[config.mk]
export PLATFORM = sky130hd
export DESIGN_NAME = imem_arbiter
export DESIGN_NICKNAME = d
export VERILOG_FILES = /design/src/rtl/imem_arbiter_pkg.sv /design/src/rtl/imem_starve_cnt.sv /design/src/rtl/imem_arbiter.sv
export SDC_FILE = /design/constraint.sdc
export NUM_CORES = 1
export LEC_CHECK = 0
export CELL_PAD_IN_SITES_DETAIL_PLACEMENT = 1
export CELL_PAD_IN_SITES_GLOBAL_PLACEMENT = 1
export CORE_UTILIZATION = 11
export CTS_CLUSTER_DIAMETER = 80
export DETAILED_ROUTE_END_ITERATION = 10
export GPL_ROUTABILITY_DRIVEN = 0
export GPL_TIMING_DRIVEN = 0
export PLACE_DENSITY_LB_ADDON = 0.1
export SETUP_SLACK_MARGIN = 0.05
export SKIP_LAST_GASP = 1
export SLEW_MARGIN = 20
export SYNTH_ARGS = -nofsm -noshare
export SYNTH_HDL_FRONTEND = slang
export SYNTH_SLANG_ARGS = --single-unit
[constraint.sdc]
create_clock -name clk -period 1.9 [get_ports clk]
set_input_delay 0.475 -clock clk [delete_from_list [all_inputs] [get_ports clk]]
set_output_delay 0.475 -clock clk [all_outputs]
set_load 0.01 [all_outputs]
[src/rtl/imem_arbiter_pkg.sv]
`default_nettype none
// ---------------------------------------------------------------------------
// Module   : imem_arbiter_pkg
// Purpose  : Shared defaults and FSM state encoding for the instruction-memory
//            arbiter and its starvation counter.
// Revision : 1.0 - initial release
// ---------------------------------------------------------------------------
package imem_arbiter_pkg;

  localparam int DEF_ADDR_W     = 4;
  localparam int DEF_DATA_W     = 16;
  localparam int DEF_STARVE_MAX = 4;

  // Arbiter FSM encoding
  localparam int         STATE_W  = 1;
  localparam logic [0:0] ST_BOOT  = 1'b0;
  localparam logic [0:0] ST_RUN   = 1'b1;

endpackage
`default_nettype wire

[src/rtl/imem_starve_cnt.sv]
`default_nettype none
// ---------------------------------------------------------------------------
// Module   : imem_starve_cnt
// Purpose  : Saturating wait counter for the loader; full flags that the
//            loader has waited long enough to be forced a grant.
// Revision : 1.0 - initial release
// ---------------------------------------------------------------------------
module imem_starve_cnt
  import imem_arbiter_pkg::*;
#(
  parameter int STARVE_MAX = DEF_STARVE_MAX
) (
  input  logic clk,
  input  logic reset_n,
  input  logic inc,
  input  logic clr,
  output logic full
);

  localparam int                CNT_W   = $clog2(STARVE_MAX + 1);
  localparam logic [CNT_W-1:0]  MAX_VAL = CNT_W'(STARVE_MAX);

  logic [CNT_W-1:0] count;

  // Count wait cycles, clear has priority, hold once saturated
  always_ff @(posedge clk) begin
    if (!reset_n) begin
      count <= '0;
    end else if (clr) begin
      count <= '0;
    end else if (inc && (count != MAX_VAL)) begin
      count <= count + CNT_W'(1);
    end
  end

  assign full = (count == MAX_VAL);

endmodule
`default_nettype wire

[src/rtl/imem_arbiter.sv]
`default_nettype none
// ---------------------------------------------------------------------------
// Module   : imem_arbiter
// Purpose  : Shares one synchronous instruction memory between a program
//            loader (writes) and the CPU fetch port (reads). BOOT serves only
//            the loader; RUN favours the CPU but forces a loader grant after
//            STARVE_MAX waiting cycles.
// Revision : 1.0 - initial release
// ---------------------------------------------------------------------------
module imem_arbiter
  import imem_arbiter_pkg::*;
#(
  parameter int ADDR_W     = DEF_ADDR_W,
  parameter int DATA_W     = DEF_DATA_W,
  parameter int STARVE_MAX = DEF_STARVE_MAX
) (
  input  logic              clk,
  input  logic              reset_n,
  input  logic              fetch_req,
  input  logic [15:0]       fetch_addr,
  output logic              fetch_valid,
  output logic [DATA_W-1:0] fetch_data,
  output logic              cpu_stall,
  input  logic              ld_valid,
  output logic              ld_ready,
  input  logic [ADDR_W-1:0] ld_addr,
  input  logic [DATA_W-1:0] ld_data,
  input  logic              ld_done,
  output logic              boot_busy,
  output logic              mem_en,
  output logic              mem_we,
  output logic [ADDR_W-1:0] mem_addr,
  output logic [DATA_W-1:0] mem_wdata,
  input  logic [DATA_W-1:0] mem_rdata
);

  logic [STATE_W-1:0] state;
  logic [STATE_W-1:0] state_nxt;
  logic               run;
  logic               starve_full;
  logic               forced;
  logic               fetch_grant;
  logic               ld_xfer;

  // Upper pc bits wrap the address space and are intentionally dropped
  logic unused_pc_hi;
  assign unused_pc_hi = ^fetch_addr[15:ADDR_W];

  // Reset low forces BOOT behaviour combinationally so no fetch is granted
  // in the reset cycle itself.
  assign run    = (state == ST_RUN) && reset_n;
  assign forced = run && starve_full;

  // State register
  always_ff @(posedge clk) begin
    if (!reset_n) begin
      state <= ST_BOOT;
    end else begin
      state <= state_nxt;
    end
  end

  // Next state: leave BOOT after the load-complete pulse; RUN is sticky
  always_comb begin
    state_nxt = state;
    case (state)
      ST_BOOT: if (ld_done) state_nxt = ST_RUN;
      ST_RUN:  state_nxt = ST_RUN;
      default: state_nxt = ST_BOOT;
    endcase
  end

  // Outputs: grant decision and memory port steering
  always_comb begin
    boot_busy   = ~run;
    ld_ready    = 1'b1;
    cpu_stall   = 1'b1;
    fetch_grant = 1'b0;
    if (run) begin
      if (forced) begin
        ld_ready  = 1'b1;
        cpu_stall = fetch_req;
      end else begin
        ld_ready    = ~fetch_req;
        cpu_stall   = 1'b0;
        fetch_grant = fetch_req;
      end
    end
    ld_xfer   = ld_valid && ld_ready;
    mem_en    = 1'b0;
    mem_we    = 1'b0;
    mem_addr  = '0;
    mem_wdata = '0;
    if (ld_xfer) begin
      mem_en    = 1'b1;
      mem_we    = 1'b1;
      mem_addr  = ld_addr;
      mem_wdata = ld_data;
    end else if (fetch_grant) begin
      mem_en    = 1'b1;
      mem_addr  = fetch_addr[ADDR_W-1:0];
    end
  end

  // Read data returns one cycle after the grant
  always_ff @(posedge clk) begin
    if (!reset_n) begin
      fetch_valid <= 1'b0;
    end else begin
      fetch_valid <= fetch_grant;
    end
  end

  assign fetch_data = fetch_valid ? mem_rdata : '0;

  imem_starve_cnt #(
    .STARVE_MAX (STARVE_MAX)
  ) u_starve_cnt (
    .clk     (clk),
    .reset_n (reset_n),
    .inc     (run && ld_valid && !ld_ready),
    .clr     (ld_xfer || !ld_valid),
    .full    (starve_full)
  );

endmodule
`default_nettype wire

==> impl_metrics.toml, run 1 <==
[run_status]
status = "finished, violations left"
violations = "design-rule violations, negative setup slack"

[global_route]
antenna_found_initial = 0
track_usage = 0.1048
grt_max_degree = 11
grt_pass1_wl_mm = 4.188
grt_pass1_vias = 884
overflow = 0

[worst_setup_path]
arrival_ns = 1.54
path_class = "flip-flop to output port"
cp_max_fo = 5
required_ns = 1.42
startpoint_type = "flip-flop"
crit_path_end_kind = "output port"

[die]
fp.coreArea_um2 = 4444
dieArea_um2 = 4999
die_y_um = 70.71
io_pins = 99
row_count = 24
die_x_um = 70.71
start_util = 0.1168

[drt]
vias_per_cell = 3.707
first_pass_iters = 7
drt_iter0_markers = 29
ant_nets = 0
avgRoutedWirePerCell_um = 11.61
drt-total-wl_mm = 2.578
vias = 823
route.detailed.drc = 10

[pwr]
cellLeakagePower_uw = 0.0008238
vdd_drop_max_mv = 0.2048
powerDensity_nw_per_um2 = 358.4

[final_layout]
syn_to_final_growth_pct = 213.7
drive_gt1_frac = 0.4118
nets = 230
fin_area_um2 = 1629
final_common_cell = "clkdlybuf4s50_1"
diodes = 0
final_cell_mix = "43 x clkdlybuf4s50_1, 23 x buf_6, 18 x and2_1"

[timing]
rsz0062_at_grt = "true"
final_hold_viol_count = 0
max_freq_mhz = 497.0
period_share = 1.059
slew_headroom = 0.8162
setup_violations = 16
report.final.slew_viol_count = 0
tightest_slew_ns = 0.2748
fin_crit_ns = 2.012
setup_slack_ns = -0.1119
skew_ns = 0.001726

[logic_synthesis]
yosys_warnings = 0
seq_area_frac_synth = 0.1928
syn_area_per_cell_um2 = 7.636
netlist_instances = 68
syn_nets = 127
syn_area_um2 = 519.2
ys_types = 18
ys_ff_latch = 5

[flow_run]
maxCapViolCount = 0

[cts]
htreeDepth = 1
cts_buffer_depth = 2
tritoncts = "yes"
clock_latency_ns = 0.22
path_clk_slew_ns = 0.03
cts_inserted_buffers = 3
cts_sinks = 5
cts_root_buf = "clkbuf_8"

[placement]
hpwl_mm = 2.078
io_buffers = 86
placed_area_um2 = 1445
place_ws_ns = -0.8613

[min_path]
hp-class = "flip-flop to flip-flop"
==> path summary, 6_finish.rpt <==
check | startpoint | end | slack (ns) | cells after the start
worst min-delay path | u_starve_cnt.count[0] | u_starve_cnt.count[0] | 0.51 | 2
worst min register to register | u_starve_cnt.count[0] | u_starve_cnt.count[0] | 0.51 | 2
worst max-delay path | u_starve_cnt.count[0] | mem_wdata[12] | -0.11 | 8
worst max register to register | u_starve_cnt.count[0] | u_starve_cnt.count[2] | 0.65 | 7
==> what timing repair did <==
action | CTS | global route
endpoints found under the setup margin | 41 | 32
hold buffers | 0 | 0
resized for setup | 149 | 22
pin swaps | 16 | 4
cloned | 1 | 0
buffers inserted | 9 | 3
==> flip-flops by register name (all words and copies together), names as in the netlist <==
register / count
fetch_valid: 1
u_starve_cnt.count: 3
state: 1
==> through the flow <==
step                      std cells  hold WS, ns  utilization  setup TNS (ns)  power [uW]
after global routing            222       0.5448       0.3666          -2.709       618.8
after global placement          206       0.4458       0.3252          -20.52       352.2
final                           222       0.5137       0.3666          -1.204       583.9
after floorplan                  68       0.4302            -               0       179.3
after detailed placement        206       0.4644       0.3252          -20.63       355.4
after CTS                       220       0.5131       0.3514          -1.128       570.7
==> kinds of logic (layout without fill, tap and decap cells) <==
family / Yosys count / after routing / share of synthesized area
AND/OR/NAND/NOR: 43 / 43 / 0.4892
buffers and inverters: 10 / 112 / 0.09156
flip-flops: 5 / 5 / 0.1928
multiplexers: 4 / 4 / 0.07711
AO/OA/AOI/OAI: 3 / 3 / 0.08435
adder cells (fa/ha/maj): 2 / 2 / 0.04819
XOR/XNOR: 1 / 1 / 0.01687
==> worst max-delay path: stages, from the launching register on <==
cell and delay, ns:
dfxtp_2 0.31, inv_2 0.06, ha_4 0.15, nand2_4 0.06, a41oi_4 0.26, buf_6 0.16
buf_6 0.09, and2_4 0.12, buf_6 0.09
==> final cells by class <==
cell class | count | area, um2
multi-input cells | 53 | 429.2
plain buffers | 1 | 7.507
inverters | 8 | 35.03
fillers | 536 | 2815
repair buffers | 99 | 943.4
well taps | 52 | 65.06
clock buffers | 4 | 45.04
flip-flops and latches | 5 | 103.9
==> cell usage after synthesis <==
| cell | number | area (um2) |
|---|---|---|
| a31o_2 | 1 | 8.760 |
| a41oi_4 | 1 | 27.53 |
| and2_1 | 32 | 200.2 |
| and3_1 | 1 | 6.260 |
| and4_1 | 1 | 8.760 |
| buf_6 | 1 | 11.26 |
| clkbuf_1 | 1 | 3.750 |
| dfxtp_1 | 5 | 100.1 |
| ha_1 | 2 | 25.02 |
| inv_1 | 6 | 22.52 |
| inv_2 | 1 | 3.750 |
| inv_4 | 1 | 6.260 |
| mux2i_1 | 4 | 40.04 |
| nand2_1 | 6 | 22.52 |
| nand2_2 | 1 | 6.260 |
| nor3_1 | 2 | 10.01 |
| o21a_1 | 1 | 7.510 |
| xnor2_1 | 1 | 8.760 |
==> report_power, final <==
| part | internal, uW | leakage, uW | switching, uW | total [uW] |
|---|---|---|---|---|
| sequential | 109 | 0.0000422 | 3.52 | 112 |
| clock | 144 | 0.0000228 | 52.0 | 196 |
| combinational | 189 | 0.000759 | 87.0 | 276 |
| total | 441 | 0.000824 | 143 | 584 |
==> metal layers <==
layer	wire (um)	global-route usage	vias to the layer above	part of all wire
met5	0	0	-	0
met3	263	0.05413	0	0.10
met2	1350	0.1944	39	0.52
li1	-	-	414	-
met1	964	0.1128	370	0.37
met4	0	0	0	0
Power figures use the tool's default switching activity.
==> run 2, diff against run 1 <==
--- a/config.mk
+++ b/config.mk
@@ -7,6 +7,7 @@
 export LEC_CHECK = 0
 export CELL_PAD_IN_SITES_DETAIL_PLACEMENT = 1
 export CELL_PAD_IN_SITES_GLOBAL_PLACEMENT = 1
+export CORE_MARGIN = 2
 export CORE_UTILIZATION = 11
 export CTS_CLUSTER_DIAMETER = 80
 export DETAILED_ROUTE_END_ITERATION = 10
==> constraint.sdc (replaced) <==
create_clock -name clk -period 1.9 [get_ports clk]
set_input_delay 0.475 -clock clk [delete_from_list [all_inputs] [get_ports clk]]
set_output_delay 0.475 -clock clk [all_outputs]
set_load 0.1 [all_outputs]
==> run 2 against run 1 <==
  * The run ends with negative setup slack left
  * Cell count down 0.45%
  * Maximum frequency fell by 0.20%
  * Wire length up 12%
  * Clock skew fell by 0.00061 ns
  * Power up 65%
  * Register-to-register slack worse by 0.17 ns
  * Worst setup slack worse by 0.0041 ns
  * Clock-buffer cell count stayed put
  * Largest power group unchanged
  * Highest routed layer unchanged
==> impl_metrics.toml, run 2 (synthesized netlist as in run 1, its figures left out) <==
[run_status]
status = "finished, violations left"
violations = "negative setup slack"

[timing]
tightest_slew_ns = 0.5468
setup_slack_ns = -0.1160
hold_slack_ns = 0.5138
fin_crit_ns = 2.016
report.final.slew_viol_count = 0
setup_violations = 22
max_freq_mhz = 496.0
rsz0062_at_grt = "true"
skew_ns = 0.001118
final_hold_viol_count = 0
period_share = 1.061
slew_headroom = 0.6372

[global_route]
grt_pass1_wl_mm = 4.436
antenna_found_initial = 0
grt_pass1_vias = 924
overflow = 0
grt_max_degree = 11
track_usage = 0.1082

[drt]
drt_iter0_markers = 12
vias_per_cell = 3.855
ant_nets = 0
first_pass_iters = 3
avgRoutedWirePerCell_um = 13.09
vias = 852
route.detailed.drc = 0
drt-total-wl_mm = 2.893

[placement]
hpwl_mm = 2.268
io_buffers = 86
place_inst = 206
placed_area_um2 = 1610

[cts]
path_clk_slew_ns = 0.04
tritoncts = "yes"
clock_latency_ns = 0.22
postCtsHoldBufs = 0
cts_inserted_buffers = 3
cts_sinks = 5
cts_buffer_depth = 2
htreeDepth = 1
cts_root_buf = "clkbuf_8"

[worst_setup_path]
r2r_setup_slack_ns = 0.48
worstSetupPathDepth = 7
required_ns = 1.42
path_class = "flip-flop to output port"
crit_slowest_cell = "dfxtp_2"
crit_path_max_incr_delay_ns = 0.32
cp_max_fo = 6
reg2reg_to = "u_starve_cnt.count[2]"
crit_path_end_kind = "output port"
arrival_ns = 1.54
startpoint_type = "flip-flop"
cp_num_buf_inv = 3
reg2reg_depth = 8
r2r_start = "u_starve_cnt.count[1]"
cp_top_family = "simple AND/OR/NAND/NOR gates"
cp_cell_sequence = "inv_2 > ha_4 > nand2_4 > and4_4 > inv_16 > mux2i_4 > buf_12"

[final_layout]
instances_no_fill = 221
drive_gt1_frac = 0.6568
diodes = 0
final_cell_mix = "41 x clkdlybuf4s50_1, 26 x and2_4, 23 x buf_12, 23 x buf_4, 6 x and2_2"
syn_to_final_growth_pct = 275.2
largest_reg_flops = 3
fin_area_um2 = 1948
reg_top3 = "u_starve_cnt.count: 3 flops, fetch_valid: 1 flops, state: 1 flops"
nets = 229
regMostFlops = "u_starve_cnt.count"
final_common_cell = "clkdlybuf4s50_1"

[die]
row_count = 24
fp.coreArea_um2 = 4444
dieArea_um2 = 5286
die_y_um = 72.71
start_util = 0.1168
io_pins = 99
die_x_um = 72.71

[min_path]
worstHoldStart = "u_starve_cnt.count[0]"
min_to = "u_starve_cnt.count[0]"
hp-class = "flip-flop to flip-flop"
hold_depth = 2

[pwr]
powerDensity_nw_per_um2 = 493.8
vdd_drop_max_mv = 0.2101
cellLeakagePower_uw = 0.0008745

[flow_run]
maxCapViolCount = 0
-- run 2: cell count changes in the layout (fill, tap and decap cells not counted), sizes merged --
| cell | delta |
|---|---|
| dlygate4sd2 | -17 |
| buf | +19 |
| clkdlybuf4s50 | -2 |
| clkdlybuf4s15 | -1 |
-- run 2: how the worst max path moves through the flow --
stage	start	endpoint	slack, ns
floorplan	u_starve_cnt.count[0]	mem_addr[0]	-0.19
global placement	ld_valid	mem_wdata[9]	-1.48
detailed placement	ld_valid	mem_wdata[7]	-1.51
CTS	u_starve_cnt.count[0]	mem_wdata[10]	-0.20
global route	u_starve_cnt.count[0]	mem_addr[3]	-0.18
finish	u_starve_cnt.count[1]	mem_addr[2]	-0.12
-- run 2: worst min-delay path: stages (launching register included) --
cell     delay, ns
dfxtp_2       0.32
buf_4         0.11
nor3_1        0.04
-- run 2: what timing repair did --
action | CTS | global route
buffers inserted | 8 | 3
endpoints found under the setup margin | 42 | 25
pin swaps | 13 | 9
cloned | 1 | 0
resized for setup | 330 | 14
-- run 2: where the power goes --
part           leakage, uW  internal [uW]  switching [uW]
registers        0.0000422            109            4.05
logic             0.000810            270             378
clock network    0.0000228            144            56.1
total             0.000874            523             438
-- run 2: layout make-up --
cell class	count	area (um2)
fillers	490	2496
repair buffers	97	1139
multi-input cells	53	524.3
flip-flops and latches	5	103.9
well taps	52	65.06
inverters	8	46.29
clock buffers	4	45.04
plain buffers	2	25.02
-- run 2: per-layer routing --
layer  vias to the layer above  wire length (um)  track usage
li1                        412                 -            -
met2                        50              1598       0.2071
met5                         -                 0            0
met1                       390               998       0.1130
met4                         0                 0      0.01235
met3                         0               297      0.04420
-- run 2: per-stage QoR --
stage | setup TNS [ns] | setup WS (ns) | total power (uW) | utilization
floorplan | -0.7413 | -0.1853 | 487.5 | -
global placement | -45.95 | -1.483 | 657.7 | 0.3623
detailed placement | -46.48 | -1.507 | 663.2 | 0.3623
CTS | -3.647 | -0.1974 | 969.9 | 0.4386
global route | -2.559 | -0.1788 | 992.8 | 0.4383
finish | -1.338 | -0.1160 | 962.0 | 0.4383
==> run 3, diff against run 2 <==
--- a/config.mk
+++ b/config.mk
@@ -5,13 +5,13 @@
 export SDC_FILE = /design/constraint.sdc
 export NUM_CORES = 1
 export LEC_CHECK = 0
+export CAP_MARGIN = 10
 export CELL_PAD_IN_SITES_DETAIL_PLACEMENT = 1
 export CELL_PAD_IN_SITES_GLOBAL_PLACEMENT = 1
 export CORE_MARGIN = 2
 export CORE_UTILIZATION = 11
 export CTS_CLUSTER_DIAMETER = 80
 export DETAILED_ROUTE_END_ITERATION = 10
-export GPL_ROUTABILITY_DRIVEN = 0
 export GPL_TIMING_DRIVEN = 0
 export PLACE_DENSITY_LB_ADDON = 0.1
 export SETUP_SLACK_MARGIN = 0.05
==> results of run 3 <==
No change in the layout: final DEF, timing and power equal those of run 2.
